$ cat config.mk
export PLATFORM = sky130hd
export DESIGN_NAME = audiodac_fifo_mc_flat
export DESIGN_NICKNAME = d
export VERILOG_FILES = /design/src/rtl/audiodac_fifo_mc_pkg.sv /design/src/rtl/audiodac_fifo_mc_if.sv /design/src/rtl/audiodac_fifo_mc_sync2.sv /design/src/rtl/audiodac_fifo_mc.sv /design/src/flat_wrapper.sv
export SDC_FILE = /design/constraint.sdc
export NUM_CORES = 1
export LEC_CHECK = 0
export BUFFER_PORTS_ARGS = -buffer_cell sky130_fd_sc_hd__buf_2
export CAP_MARGIN = 20
export CORE_MARGIN = 2
export CORE_UTILIZATION = 56
export CTS_CLUSTER_SIZE = 25
export DETAILED_ROUTE_END_ITERATION = 8
export GPL_ROUTABILITY_DRIVEN = 0
export PLACE_DENSITY = 0.72
export REMOVE_ABC_BUFFERS = 1
export SLEW_MARGIN = 20
export SYNTH_ARGS = -nofsm -noshare
export SYNTH_HDL_FRONTEND = slang
export SYNTH_SLANG_ARGS = --single-unit
export TNS_END_PERCENT = 50
$ cat constraint.sdc
create_clock -name clk_i -period 3.02 [get_ports clk_i]
set_input_delay 0.604 -clock clk_i [delete_from_list [all_inputs] [get_ports clk_i]]
set_output_delay 0.604 -clock clk_i [all_outputs]
set_load 0.005 [all_outputs]
$ cat src/rtl/audiodac_fifo_mc_pkg.sv
// audiodac_pkg: shared helpers for the multi-channel audio DAC FIFO.
//   frame_width()    - bits in one frame of `channels` samples of `width` bits
//   midscale_frame() - frame with every channel at unsigned midscale (MSB set)
//                      returned in a wide vector; callers cast it to their width
package audiodac_pkg;

    localparam int MAX_FRAME_W = 1024;

    typedef logic [MAX_FRAME_W-1:0] wide_frame_t;

    function automatic int frame_width(input int width, input int channels);
        return width * channels;
    endfunction

    function automatic wide_frame_t midscale_frame(input int width, input int channels);
        wide_frame_t f;
        f = '0;
        for (int ch = 0; ch < channels; ch++) begin
            f[ch * width + width - 1] = 1'b1;
        end
        return f;
    endfunction

endpackage

$ cat src/rtl/audiodac_fifo_mc_if.sv
// audiodac_fifo_mc_if: frame handshake bundle between sample source,
// FIFO and modulator read side.
//   fifo_indata      source -> FIFO  input frame, channel 0 in LSBs
//   fifo_indata_rdy  source -> FIFO  4-phase request
//   fifo_indata_ack  FIFO -> source  4-phase acknowledge
//   fifo_outdata     FIFO -> reader  registered output frame
//   fifo_outdata_rd  reader -> FIFO  advance to next frame
// master = source/reader side, slave = FIFO side.
interface audiodac_fifo_mc_if #(
    parameter int WIDTH    = 16,
    parameter int CHANNELS = 2
);
    import audiodac_pkg::*;

    localparam int FW = frame_width(WIDTH, CHANNELS);

    logic [FW-1:0] fifo_indata;
    logic          fifo_indata_rdy;
    logic          fifo_indata_ack;
    logic [FW-1:0] fifo_outdata;
    logic          fifo_outdata_rd;

    modport master (
        output fifo_indata,
        output fifo_indata_rdy,
        input  fifo_indata_ack,
        input  fifo_outdata,
        output fifo_outdata_rd
    );

    modport slave (
        input  fifo_indata,
        input  fifo_indata_rdy,
        output fifo_indata_ack,
        output fifo_outdata,
        input  fifo_outdata_rd
    );

endinterface

$ cat src/rtl/audiodac_fifo_mc_sync2.sv
// audiodac_sync2: two flip-flop synchroniser for the source request.
//   clk_i  destination clock
//   rst_i  synchronous active-high reset, clears both stages
//   d_i    asynchronous input
//   q_o    synchronised output (2 edges of latency)
module audiodac_sync2 (
    input  logic clk_i,
    input  logic rst_i,
    input  logic d_i,
    output logic q_o
);

    logic meta_q;
    logic sync_q;

    // two-stage capture of the asynchronous input
    always_ff @(posedge clk_i) begin
        if (rst_i) begin
            meta_q <= 1'b0;
            sync_q <= 1'b0;
        end else begin
            meta_q <= d_i;
            sync_q <= meta_q;
        end
    end

    assign q_o = sync_q;

endmodule

$ cat src/rtl/audiodac_fifo_mc.sv
// audiodac_fifo_mc: multi-channel frame FIFO in front of the delta-sigma
// modulator. One entry = one frame of CHANNELS samples of WIDTH bits.
// Ports:
//   clk_i, rst_i              clock, synchronous active-high reset
//   fifo_bus (slave)          frame handshake: indata/rdy/ack, outdata/rd
//   fifo_full_o/empty_o       level == depth / level == 0
//   fifo_level_o              entries stored
//   fifo_afull_thr_i/_o       almost-full threshold / level >= threshold
//   fifo_aempty_thr_i/_o      almost-empty threshold / level <= threshold
//   fifo_overrun_o/underrun_o sticky error flags
//   fifo_flag_clr_i           clears both sticky flags (wins over a set)
//   tst_fifo_loop_i           loop mode: reads recirculate, level frozen
module audiodac_fifo_mc
    import audiodac_pkg::*;
#(
    parameter int WIDTH      = 16,
    parameter int CHANNELS   = 2,
    parameter int FIFO_SIZE  = 5,
    parameter int FIFO_ASYNC = 1
) (
    input  logic                 clk_i,
    input  logic                 rst_i,
    audiodac_fifo_mc_if.slave    fifo_bus,
    output logic                 fifo_full_o,
    output logic                 fifo_empty_o,
    output logic [FIFO_SIZE:0]   fifo_level_o,
    input  logic [FIFO_SIZE:0]   fifo_afull_thr_i,
    input  logic [FIFO_SIZE:0]   fifo_aempty_thr_i,
    output logic                 fifo_afull_o,
    output logic                 fifo_aempty_o,
    output logic                 fifo_overrun_o,
    output logic                 fifo_underrun_o,
    input  logic                 fifo_flag_clr_i,
    input  logic                 tst_fifo_loop_i
);

    localparam int                   FW        = frame_width(WIDTH, CHANNELS);
    localparam int                   DEPTH     = 2 ** FIFO_SIZE;
    localparam int                   LW        = FIFO_SIZE + 1;
    localparam logic [LW-1:0]        DEPTH_LVL = LW'(DEPTH);
    localparam logic [LW-1:0]        LVL_ZERO  = LW'(0);
    localparam logic [LW-1:0]        LVL_ONE   = LW'(1);
    localparam logic [FIFO_SIZE-1:0] PTR_ONE   = FIFO_SIZE'(1);
    localparam logic [FW-1:0]        MIDSCALE  = FW'(midscale_frame(WIDTH, CHANNELS));

    logic [FW-1:0]        mem_q [DEPTH];
    logic [FIFO_SIZE-1:0] wr_ptr_q, wr_ptr_d;
    logic [FIFO_SIZE-1:0] rd_ptr_q, rd_ptr_d;
    logic [LW-1:0]        level_q, level_d;
    logic                 ack_q, ack_d;
    logic                 ovr_q, ovr_d;
    logic                 und_q, und_d;
    logic [FW-1:0]        out_q, out_d;

    logic rdy_s;
    logic full_s;
    logic empty_s;
    logic wr_en_s;
    logic ovr_set_s;
    logic rd_ok_s;
    logic pop_s;
    logic und_set_s;

    generate
        if (FIFO_ASYNC != 0) begin : g_sync
            audiodac_sync2 u_sync (
                .clk_i (clk_i),
                .rst_i (rst_i),
                .d_i   (fifo_bus.fifo_indata_rdy),
                .q_o   (rdy_s)
            );
        end else begin : g_direct
            assign rdy_s = fifo_bus.fifo_indata_rdy;
        end
    endgenerate

    // handshake / read qualification; full and empty come from the pre-edge level
    always_comb begin
        full_s    = (level_q == DEPTH_LVL);
        empty_s   = (level_q == LVL_ZERO);
        wr_en_s   = rdy_s & ~ack_q & ~full_s;
        ovr_set_s = rdy_s & ~ack_q & full_s;
        // loop mode may read a never-written slot; that is the test intent
        rd_ok_s   = fifo_bus.fifo_outdata_rd & (tst_fifo_loop_i | ~empty_s);
        pop_s     = fifo_bus.fifo_outdata_rd & ~tst_fifo_loop_i & ~empty_s;
        und_set_s = fifo_bus.fifo_outdata_rd & ~tst_fifo_loop_i & empty_s;
    end

    // next-state for pointers, level, handshake, sticky flags and output
    always_comb begin
        wr_ptr_d = wr_ptr_q;
        rd_ptr_d = rd_ptr_q;
        level_d  = level_q;
        ack_d    = ack_q;
        ovr_d    = ovr_q;
        und_d    = und_q;
        out_d    = out_q;

        if (wr_en_s) begin
            wr_ptr_d = wr_ptr_q + PTR_ONE;
        end else begin
            wr_ptr_d = wr_ptr_q;
        end

        if (rd_ok_s) begin
            rd_ptr_d = rd_ptr_q + PTR_ONE;
            out_d    = mem_q[rd_ptr_q];
        end else begin
            rd_ptr_d = rd_ptr_q;
            out_d    = out_q;
        end

        case ({wr_en_s, pop_s})
            2'b10:   level_d = level_q + LVL_ONE;
            2'b01:   level_d = level_q - LVL_ONE;
            default: level_d = level_q;
        endcase

        // ack only falls once the request is withdrawn: one write per pulse
        if (!rdy_s) begin
            ack_d = 1'b0;
        end else if (wr_en_s) begin
            ack_d = 1'b1;
        end else begin
            ack_d = ack_q;
        end

        if (fifo_flag_clr_i) begin
            ovr_d = 1'b0;
            und_d = 1'b0;
        end else begin
            ovr_d = ovr_q | ovr_set_s;
            und_d = und_q | und_set_s;
        end
    end

    // control state registers
    always_ff @(posedge clk_i) begin
        if (rst_i) begin
            wr_ptr_q <= '0;
            rd_ptr_q <= '0;
            level_q  <= LVL_ZERO;
            ack_q    <= 1'b0;
            ovr_q    <= 1'b0;
            und_q    <= 1'b0;
            out_q    <= MIDSCALE;
        end else begin
            wr_ptr_q <= wr_ptr_d;
            rd_ptr_q <= rd_ptr_d;
            level_q  <= level_d;
            ack_q    <= ack_d;
            ovr_q    <= ovr_d;
            und_q    <= und_d;
            out_q    <= out_d;
        end
    end

    // frame storage; contents deliberately survive reset
    always_ff @(posedge clk_i) begin
        if (wr_en_s && !rst_i) begin
            mem_q[wr_ptr_q] <= fifo_bus.fifo_indata;
        end
    end

    assign fifo_bus.fifo_indata_ack = ack_q;
    assign fifo_bus.fifo_outdata    = out_q;
    assign fifo_full_o              = full_s;
    assign fifo_empty_o             = empty_s;
    assign fifo_level_o             = level_q;
    assign fifo_afull_o             = (level_q >= fifo_afull_thr_i);
    assign fifo_aempty_o            = (level_q <= fifo_aempty_thr_i);
    assign fifo_overrun_o           = ovr_q;
    assign fifo_underrun_o          = und_q;

endmodule

$ cat src/flat_wrapper.sv
// flat-port wrapper written by rule: the top's interface ports become plain ports
module audiodac_fifo_mc_flat import audiodac_pkg::*;
#(
    parameter int WIDTH      = 16,
    parameter int CHANNELS   = 2,
    parameter int FIFO_SIZE  = 5,
    parameter int FIFO_ASYNC = 1
)
  (clk_i, rst_i, fifo_full_o, fifo_empty_o, fifo_level_o, fifo_afull_thr_i, fifo_aempty_thr_i, fifo_afull_o, fifo_aempty_o, fifo_overrun_o, fifo_underrun_o, fifo_flag_clr_i, tst_fifo_loop_i, fifo_bus_fifo_indata, fifo_bus_fifo_indata_rdy, fifo_bus_fifo_indata_ack, fifo_bus_fifo_outdata, fifo_bus_fifo_outdata_rd);
  audiodac_fifo_mc_if #(.WIDTH(WIDTH), .CHANNELS(CHANNELS)) fifo_bus_i ();
  input  logic clk_i;
  input  logic rst_i;
  output logic fifo_full_o;
  output logic fifo_empty_o;
  output logic [FIFO_SIZE:0] fifo_level_o;
  input  logic [FIFO_SIZE:0] fifo_afull_thr_i;
  input  logic [FIFO_SIZE:0] fifo_aempty_thr_i;
  output logic fifo_afull_o;
  output logic fifo_aempty_o;
  output logic fifo_overrun_o;
  output logic fifo_underrun_o;
  input  logic fifo_flag_clr_i;
  input  logic tst_fifo_loop_i;
  input wire logic [$bits(fifo_bus_i.fifo_indata)-1:0] fifo_bus_fifo_indata;
  input wire logic [$bits(fifo_bus_i.fifo_indata_rdy)-1:0] fifo_bus_fifo_indata_rdy;
  output wire logic [$bits(fifo_bus_i.fifo_indata_ack)-1:0] fifo_bus_fifo_indata_ack;
  output wire logic [$bits(fifo_bus_i.fifo_outdata)-1:0] fifo_bus_fifo_outdata;
  input wire logic [$bits(fifo_bus_i.fifo_outdata_rd)-1:0] fifo_bus_fifo_outdata_rd;
  assign fifo_bus_i.fifo_indata = fifo_bus_fifo_indata;
  assign fifo_bus_i.fifo_indata_rdy = fifo_bus_fifo_indata_rdy;
  assign fifo_bus_fifo_indata_ack = fifo_bus_i.fifo_indata_ack;
  assign fifo_bus_fifo_outdata = fifo_bus_i.fifo_outdata;
  assign fifo_bus_i.fifo_outdata_rd = fifo_bus_fifo_outdata_rd;
  audiodac_fifo_mc #(.WIDTH(WIDTH), .CHANNELS(CHANNELS), .FIFO_SIZE(FIFO_SIZE), .FIFO_ASYNC(FIFO_ASYNC)) u_core (.clk_i(clk_i), .rst_i(rst_i), .fifo_bus(fifo_bus_i), .fifo_full_o(fifo_full_o), .fifo_empty_o(fifo_empty_o), .fifo_level_o(fifo_level_o), .fifo_afull_thr_i(fifo_afull_thr_i), .fifo_aempty_thr_i(fifo_aempty_thr_i), .fifo_afull_o(fifo_afull_o), .fifo_aempty_o(fifo_aempty_o), .fifo_overrun_o(fifo_overrun_o), .fifo_underrun_o(fifo_underrun_o), .fifo_flag_clr_i(fifo_flag_clr_i), .tst_fifo_loop_i(tst_fifo_loop_i));
endmodule
==> summary.md, run 1 <==
| Metric | Value |
|---|---|
| Outcome | `finished, final reports clean` |
| Sequential area share after synthesis | `77.1%` |
| Tot GR Track Use | `26.0%` |
| Routed WL | `96800 µm` |
| Synth warn | `0` |
| Relative slew slack | `26.6%` |
| Remaining Overflow, GRT | `0` |
| Final Hold Fails | `0` |
| Fin crit share | `96.3%` |
| Async S/R FF share, synth | `0%` |
| #FFs+latches synth | `1077` |
| Max FO, Critical Path | `2` |
| Synth Area in XOR/XNOR | `0.297%` |
| Top post-synthesis cells by count | `edfxtp_1, mux4_2, mux2i_1, nor2_1` |
| Die Height | `275 µm` |
| Max-cap violations | `0` |
| Cell count after synthesis | `1991` |
| Mux share of post-synthesis cell area | `14.4%` |
| Core Area | `0.0730 mm²` |
| Syn Std Cell Area | `0.0412 mm²` |
| Final setup viols | `0` |
| Largest area contributor in the netlist | `edfxtp_1` |
| 1st-iter DRT viols | `2232` |
| TNS Setup | `0 ps` |
| CP Class | `reg2out` |
| Final worst clock skew | `25.0 ps` |
| Maximum clock frequency | `344 MHz` |
| CP cell instances | `buf_6 -> inv_1 -> ha_1 -> nand2b_1 -> a21o_1 -> a21oi_2 -> nor2b_1 -> o21ai_1 -> a21oi_1 -> buf_2` |
| CTS root buf | `clkbuf_16` |
| Post-route cell area | `0.0475 mm²` |
| Die width | `275 µm` |
| Port bufs | `94` |
| Placed cells | `3040` |
| Placed inst area | `0.0441 mm²` |
| Final non-filler cell total | `3242` |
| Post-synthesis cell type count | `51` |
| Hold Slack | `137 ps` |
| Count leader, synth | `edfxtp_1` |
| Initial antenna violation count | `0` |
| CTS buffer count | `102` |
| Post-synthesis area per instance | `20.7 µm²` |
| First-pass GRT wire length | `141000 µm` |
| I/O Pins | `95` |
| Fill count | `4680` |
| Final min period | `2910 ps` |
| Setup crit end kind | `output port` |
| Hold Crit Class | `in2reg` |
| Max incr delay on CP | `370 ps` |
| TritonRoute pass-1 iters | `5` |
| Worst-Skew Late Latency | `670 ps` |
| Data arrival time of the worst path | `2300 ps` |
| Drt wl/cell | `29.9 µm` |
| Largest family of logic cells by synthesized area | `multiplexers` |
| CTS Buffer Depth | `3` |
| Post-CTS Hold Fix Bufs | `0` |
| Post-synth EDFFs | `1024` |
| # diodes | `0` |
| Sink Count | `1077` |
| Compound-Gate Fraction of Synth Area | `4.27%` |
| Worst-path clk slew | `60 ps` |
| CTS tree | `yes` |
| Final ANT Viol Nets | `0` |
| Fin. max-slew vios | `0` |
| Area Growth Syn to Fin | `15.1%` |
| Worst vdd ir | `0.580 mV` |
| Slowest-stage cell, CP | `dfxtp_4` |
| Pwr/cell area | `653 mW/mm²` |
| DP Wirelength | `57700 µm` |
| DR vias/cell | `6.42` |
| Largest net degree at the start of global routing | `61` |
| Post-Synth Adder-Cell Area | `0.607%` |
| Initial Util | `56.5%` |
| Area contributors post-synth | `edfxtp_1, mux4_2, mux2i_1, dfxtp_1, a32o_1` |
| Worst-Margin Slew | `1100 ps` |
| Site Rows | `99` |
| Post-Synth Simple-Gate Area | `1.74%` |
| Via count | `20.8k` |
| Number of global-route vias before repair | `21.3k` |
| CP startpoint kind | `register` |
| Ys flop type | `edfxtp_1` |
| RSZ-0062 raised after global routing | `true` |
| Share of cells above drive strength 1 | `27.1%` |
| Final-stage net count | `2263` |
| P_leak | `15.0 nW` |
| DRC violations left | `0` |
| Area of the die | `0.0758 mm²` |
| Htree depth | `3` |
| Synth top area share | `74.5%` |
| CP required | `2420 ps` |
[worst paths after layout]
check | startpoint | end | slack (ps) | depth (start not counted)
setup / recovery | u_core.fifo_level_o[0] | fifo_afull_o | 110 | 10
hold / removal | fifo_flag_clr_i | u_core.fifo_overrun_o | 140 | 2
setup reg to reg | u_core.fifo_level_o[1] | u_core.mem_q[10][9] | 120 | 8
hold reg to reg | u_core.g_sync.u_sync.meta_q | u_core.g_sync.u_sync.q_o | 450 | 1
[through the flow]
stage               setup slack [ps]  power, mW  util (%)
floorplan                     -10700       18.7         -
global placement                -105       18.9      60.2
detailed placement             -53.7       19.0      60.5
CTS                             10.9       31.2      65.0
global route                   -49.6       31.9      65.1
finish                           111       31.0      65.1
[kinds of logic after synthesis]
group / after synthesis
AOI/OAI and AO/OA: 249
xor gates and xnor gates: 14
adders and majority gates: 20
buffers and inverters: 133
DFF: 1077
muxes: 351
and+or+nand+nor: 147
[per-layer routing]
| metal | routed length [µm] | part of all wire, % | up-vias | track usage (%) |
|---|---|---|---|---|
| met3 | 6570 | 6.8 | 181 | 3.75 |
| met4 | 3460 | 3.6 | 0 | 9.36 |
| li1 | - | - | 8705 | - |
| met5 | 0 | 0 | - | 0 |
| met1 | 37700 | 39 | 11000 | 34.6 |
| met2 | 49100 | 51 | 926 | 44.2 |
[report_power, final]
group          internal [mW]  leakage [nW]  switching (mW)  total, mW
logic                   1.04          3.74            1.13       2.16
clock network           6.92          1.58            5.42       12.3
registers               16.4          9.64          0.0964       16.5
total                   24.4          15.0            6.64       31.0
[critical path: cells and delay by family (launching register included)]
kind	cells	cell delay [ps]
DFF	1	370
buffers and inverters	3	290
adders and majority gates	1	280
and+or+nand+nor	2	210
AOI/OAI and AO/OA	4	520
[placed cells by master (no fill, tap or decap), types with 8 or more instances in the layout]
master	netlist	final
a21oi_1	45	44
ha_1	20	20
o22ai_1	29	29
mux4_2	195	195
dfxtp_1	53	47
buf_2	40	94
buf_12	0	45
a32o_1	30	30
clkinv_2	0	22
clkbuf_1	53	25
nor2_4	0	36
nand3_1	8	8
buf_4	7	68
o21ai_0	25	24
nor2_1	54	19
a211oi_1	29	29
o221ai_1	30	30
clkbuf_16	0	103
a22oi_1	33	33
nand2_1	43	42
inv_1	16	16
xor2_1	10	10
edfxtp_1	1024	1024
mux2i_1	153	153
clkinv_1	0	21
o21ai_1	11	12
[registers in the layout, indices dropped and copies added (netlist names)]
| signal | count |
|---|---|
| u_core.fifo_overrun_o | 1 |
| u_core.fifo_underrun_o | 1 |
| u_core.mem_q | 1024 |
| u_core.g_sync.u_sync.q_o | 1 |
| u_core.fifo_bus.fifo_outdata | 32 |
| u_core.fifo_bus.fifo_indata_ack | 1 |
| u_core.wr_ptr_q | 5 |
| u_core.rd_ptr_q | 5 |
| u_core.g_sync.u_sync.meta_q | 1 |
| u_core.fifo_level_o | 6 |
[area by class of cell]
| type | count | area (µm²) | area share [%] |
|---|---|---|---|
| sequential | 1077 | 31800 | 67.0 |
| multi-input combinational | 783 | 9130 | 19.2 |
| timing repair buffer | 213 | 2030 | 4.28 |
| tap | 959 | 1200 | 2.53 |
| clock buffer | 132 | 2730 | 5.74 |
| inverter | 16 | 60.1 | 0.126 |
| clock inverter | 62 | 517 | 1.09 |
[what timing repair did]
action | in CTS | in global routing
pin swaps | 6 | 4
buffers inserted | 1 | 4
setup endpoints to repair | 123 | 109
gates resized for setup | 4 | 3
gates cloned | 2 | 0
No activity file was read; power rests on OpenSTA's default activity.
==> run 2: changes to the inputs <==
SETUP_SLACK_MARGIN = 0.2   (was unset)
TNS_END_PERCENT = 20   (was 50)
==> summary.md, run 2 (synthesis gave the netlist of run 1 again) <==
| Metric | Value |
|---|---|
| Outcome | `finished, final reports clean` |
| Htree depth | `3` |
| Tot GR Track Use | `26.0%` |
| Commonest non-fill, non-tap cells in the layout | `edfxtp_1, mux4_2, mux2i_1` |
| Initial antenna violation count | `0` |
| DP Wirelength | `57700 µm` |
| Power Total | `31.0 mW` |
| WP buf/inv | `3` |
| DRC violations left | `0` |
| Pwr/cell area | `650 mW/mm²` |
| Max reg flops | `1024` |
| Die Height | `275 µm` |
| Hold EP | `u_core.fifo_overrun_o` |
| Die width | `275 µm` |
| Remaining Overflow, GRT | `0` |
| Site Rows | `99` |
| CP cell instances | `or3_4 -> nor4b_4 -> nor3b_4 -> buf_4 -> and2b_1 -> nand2_2 -> buf_4 -> nor2_4 -> buf_12` |
| Final setup viols | `0` |
| Worst-Skew Late Latency | `670 ps` |
| Area of the die | `0.0758 mm²` |
| CTS buffer count | `102` |
| Final ANT Viol Nets | `0` |
| Slowest-stage cell, CP | `nor2_4` |
| Final non-filler cell total | `3256` |
| CTS Buffer Depth | `3` |
| Fin. max-slew vios | `0` |
| CTS root buf | `clkbuf_16` |
| Via count | `20.9k` |
| Top cell by count, worst path | `buf_4` |
| Top register by number of flip-flops | `u_core.mem_q` |
| Data arrival time of the worst path | `3240 ps` |
| Reg-to-reg endpoint | `u_core.mem_q[19][7]` |
| DR vias/cell | `6.42` |
| Register area | `0.0318 mm²` |
| Routed WL | `96900 µm` |
| RR Startpoint | `u_core.fifo_level_o[1]` |
| Hold Crit Class | `in2reg` |
| Max-cap violations | `0` |
| Setup crit end kind | `register` |
| Fin crit share | `96.0%` |
| Placed cells | `3040` |
| Number of global-route vias before repair | `21.3k` |
| First-pass GRT wire length | `142000 µm` |
| P_leak | `15.0 nW` |
| Post-route cell area | `0.0477 mm²` |
| Hold path depth | `2` |
| Share of cells above drive strength 1 | `27.6%` |
| Worst-Margin Slew | `1080 ps` |
| Worst path top cell family by delay | `simple AND/OR/NAND/NOR gates` |
| RSZ-0062 raised after global routing | `true` |
| CP required | `3370 ps` |
| Fill count | `4658` |
| Final worst clock skew | `24.0 ps` |
| Placed inst area | `0.0441 mm²` |
| CP startpoint kind | `register` |
| Max FO, Critical Path | `23` |
| Area Growth Syn to Fin | `15.5%` |
| Hold Slack | `137 ps` |
| Area of the multi-input gates | `0.00914 mm²` |
| Min-Delay Startpoint | `fifo_flag_clr_i` |
| Final Hold Fails | `0` |
| Port bufs | `94` |
| Initial Util | `56.5%` |
| Pre-CTS setup slack | `-53.7 ps` |
| TNS Setup | `0 ps` |
| Final worst slack | `121 ps` |
| Maximum clock frequency | `345 MHz` |
| Reg2reg path depth | `9` |
| Most common cell after layout, fill and taps aside | `edfxtp_1` |
| Drt wl/cell | `29.8 µm` |
| Worst vdd ir | `0.590 mV` |
| Worst-path clk slew | `60 ps` |
| Core Area | `0.0730 mm²` |
| Relative slew slack | `27.6%` |
| CTS tree | `yes` |
| Final-stage net count | `2277` |
| Max incr delay on CP | `420 ps` |
| 1st-iter DRT viols | `2301` |
| WP depth | `9` |
| # diodes | `0` |
| Largest net degree at the start of global routing | `61` |
| Final Core Density | `65.3%` |
| Reg2reg setup slack | `120 ps` |
| CP Class | `reg2reg` |
| Final min period | `2900 ps` |
| TritonRoute pass-1 iters | `5` |
| Sink Count | `1077` |
| I/O Pins | `95` |
## run 2: cell types whose count changed in the layout (fill, tap and decap cells not counted), sizes merged
cell	previous run	this run
buf	213	227
## run 2: how the worst max path moves through the flow
stage	from	endpoint	slack [ps]
2_1_floorplan	u_core.rd_ptr_q[0]	u_core.fifo_bus.fifo_outdata[31]	-10700
3_3_place_gp	u_core.fifo_level_o[1]	u_core.mem_q[22][24]	-100
3_5_place_dp	u_core.fifo_level_o[1]	u_core.mem_q[30][3]	-50
4_1_cts	u_core.fifo_level_o[1]	u_core.mem_q[31][17]	30
5_1_grt	u_core.fifo_level_o[2]	u_core.mem_q[19][1]	8
6_report	u_core.fifo_level_o[1]	u_core.mem_q[19][7]	120
## run 2: cell type report
cell class / count / area share (%)
timing repair buffer: 227 / 4.58
tap: 959 / 2.52
multi-input combinational: 783 / 19.2
clock inverter: 62 / 1.08
inverter: 16 / 0.131
clock buffer: 132 / 5.72
sequential: 1077 / 66.8
## run 2: timing repair
item,in CTS,in global routing
endpoints found under the setup margin,342,472
buffers inserted,2,17
gates resized for setup,12,0
cloned,2,0
hold buffers,0,0
pin swaps,16,6
## run 2: where the power goes
part | total, mW | switching [mW] | internal [mW]
Clock | 12.3 | 5.41 | 6.92
Combinational | 2.17 | 1.13 | 1.04
Sequential | 16.5 | 0.0961 | 16.4
## run 2: metal layers
metal / part of all wire, % / track usage [%] / vias up
met1: 38 / 34.7 / 11000
met2: 51 / 43.9 / 981
met4: 3.7 / 9.97 / 0
li1: - / - / 8745
met3: 7.4 / 3.63 / 172
met5: 0 / 0 / -
## run 2: worst reg2reg max path: stages (launching register included)
cell and delay [ps]:
dfxtp_1 330, or3_4 180, nor4b_4 70, nor3b_4 270, buf_4 210, and2b_1 270
nand2_2 280, buf_4 260, nor2_4 420, buf_12 280
==> run 3: changes to the inputs <==
CORE_ASPECT_RATIO = 1.25   (was unset)
==> summary.md, run 3 (synthesis gave the netlist of run 1 again) <==
| Metric | Value |
|---|---|
| RSZ-0062 raised after global routing | `true` |
| Final Core Density | `64.9%` |
| Most common cell after layout, fill and taps aside | `edfxtp_1` |
| Power Total | `31.4 mW` |
| Worst-Skew Late Latency | `670 ps` |
| Final non-filler cell total | `3257` |
| Top register by number of flip-flops | `u_core.mem_q` |
| Via count | `20.9k` |
| Core Area | `0.0732 mm²` |
| Outcome | `finished, final reports clean` |
| Max reg flops | `1024` |
| Final worst clock skew | `21.2 ps` |
| Register area | `0.0318 mm²` |
| Die width | `247 µm` |
| Relative slew slack | `47.8%` |
| Placed cells | `3065` |
| CP cell instances | `buf_6 -> inv_2 -> ha_4 -> nand2b_4 -> a21o_1 -> a21oi_2 -> nor2b_1 -> o21ai_1 -> a21oi_1 -> buf_2` |
| Number of global-route vias before repair | `21.3k` |
| Data arrival time of the worst path | `2180 ps` |
| I/O Pins | `95` |
| TNS Setup | `0 ps` |
| Fin. max-slew vios | `0` |
| Setup crit end kind | `output port` |
| Pwr/cell area | `661 mW/mm²` |
| Final Hold Fails | `0` |
| TritonRoute pass-1 iters | `5` |
| Fin crit share | `92.2%` |
| Final ANT Viol Nets | `0` |
| Final worst slack | `235 ps` |
| Final min period | `2790 ps` |
| Share of cells above drive strength 1 | `28.3%` |
| CP startpoint kind | `register` |
| CP Class | `reg2out` |
| Worst path top cell family by delay | `compound AO/OA/AOI/OAI gates` |
| P_leak | `15.1 nW` |
| 1st-iter DRT viols | `2155` |
| Tot GR Track Use | `25.5%` |
| Routed WL | `95000 µm` |
| Initial Util | `56.4%` |
| Worst vdd ir | `0.585 mV` |
| Area of the die | `0.0759 mm²` |
| Port bufs | `94` |
| Remaining Overflow, GRT | `0` |
| Drt wl/cell | `29.2 µm` |
| Die Height | `307 µm` |
| Max FO, Critical Path | `2` |
| Maximum clock frequency | `359 MHz` |
| Site Rows | `111` |
| Placed inst area | `0.0441 mm²` |
| Sink Count | `1077` |
| Post-route cell area | `0.0475 mm²` |
| # diodes | `0` |
| Initial antenna violation count | `0` |
| Final-stage net count | `2281` |
| DRC violations left | `0` |
| Largest net degree at the start of global routing | `46` |
| Max-cap violations | `0` |
| First-pass GRT wire length | `139000 µm` |
| DR vias/cell | `6.43` |
| Area Growth Syn to Fin | `15.1%` |
| WP buf/inv | `3` |
| Max incr delay on CP | `340 ps` |
| CTS buffer count | `99` |
| Commonest non-fill, non-tap cells in the layout | `edfxtp_1, mux4_2, mux2i_1` |
| Final setup viols | `0` |
| Hold Crit Class | `in2reg` |
| Hold Slack | `121 ps` |
| Htree depth | `3` |
| CTS root buf | `clkbuf_16` |
| Slowest-stage cell, CP | `dfxtp_4` |
| Pre-CTS setup slack | `240 ps` |
| Area of the multi-input gates | `0.00913 mm²` |
| Worst-Margin Slew | `781 ps` |
| DP Wirelength | `57200 µm` |
| CTS tree | `yes` |
| Worst-path clk slew | `60 ps` |
| Fill count | `4689` |
| CP required | `2420 ps` |
| CTS Buffer Depth | `3` |
==> run 3: cell types whose count changed in the layout (fill, tap and decap cells not counted), moves of 5 or more <==
cell       change
buf_12        -17
buf_16         -5
buf_4         +32
bufinv_16      +7
clkinv_1       -7
==> run 3: where the power goes <==
part / switching [mW] / total, mW / leakage [nW] / internal [mW]
registers: 0.0867 / 16.5 / 9.64 / 16.4
clock network: 5.34 / 12.7 / 1.65 / 7.41
logic: 1.14 / 2.18 / 3.80 / 1.03
==> run 3: area by class of cell <==
type                    count  share of cell area [%]
clock buffers             128                    5.64
clock inverters            59                    1.39
inverters                  16                   0.126
multi-input cells         781                    19.2
flip-flops and latches   1077                    67.0
well taps                 960                    2.53
repair buffers            236                    4.08
==> run 3: path summary, 6_finish.rpt <==
| path | to | depth (start not counted) | startpoint | slack, ps |
|---|---|---|---|---|
| setup / recovery | fifo_afull_o | 10 | u_core.fifo_level_o[0] | 230 |
| hold / removal | u_core.fifo_underrun_o | 2 | fifo_flag_clr_i | 120 |
| setup reg to reg | u_core.fifo_level_o[4] | 13 | u_core.fifo_level_o[2] | 250 |
| hold reg to reg | u_core.g_sync.u_sync.q_o | 1 | u_core.g_sync.u_sync.meta_q | 460 |
==> run 3: routing by layer <==
metal	up-vias	wire [µm]	global-route usage (%)
li1	8748	-	-
met1	11100	37000	35.0
met2	976	47700	41.8
met5	-	0	0
met4	0	2650	8.20
met3	145	7600	4.61
==> run 3: timing repair <==
| action | in CTS | in global routing |
|---|---|---|
| buffers inserted | 2 | 3 |
| pin swaps | 5 | 4 |
| hold buffers | 0 | 0 |
| gates resized for setup | 8 | 4 |
| setup endpoints to repair | 2 | 6 |
| endpoints found under the hold margin | 0 | 0 |
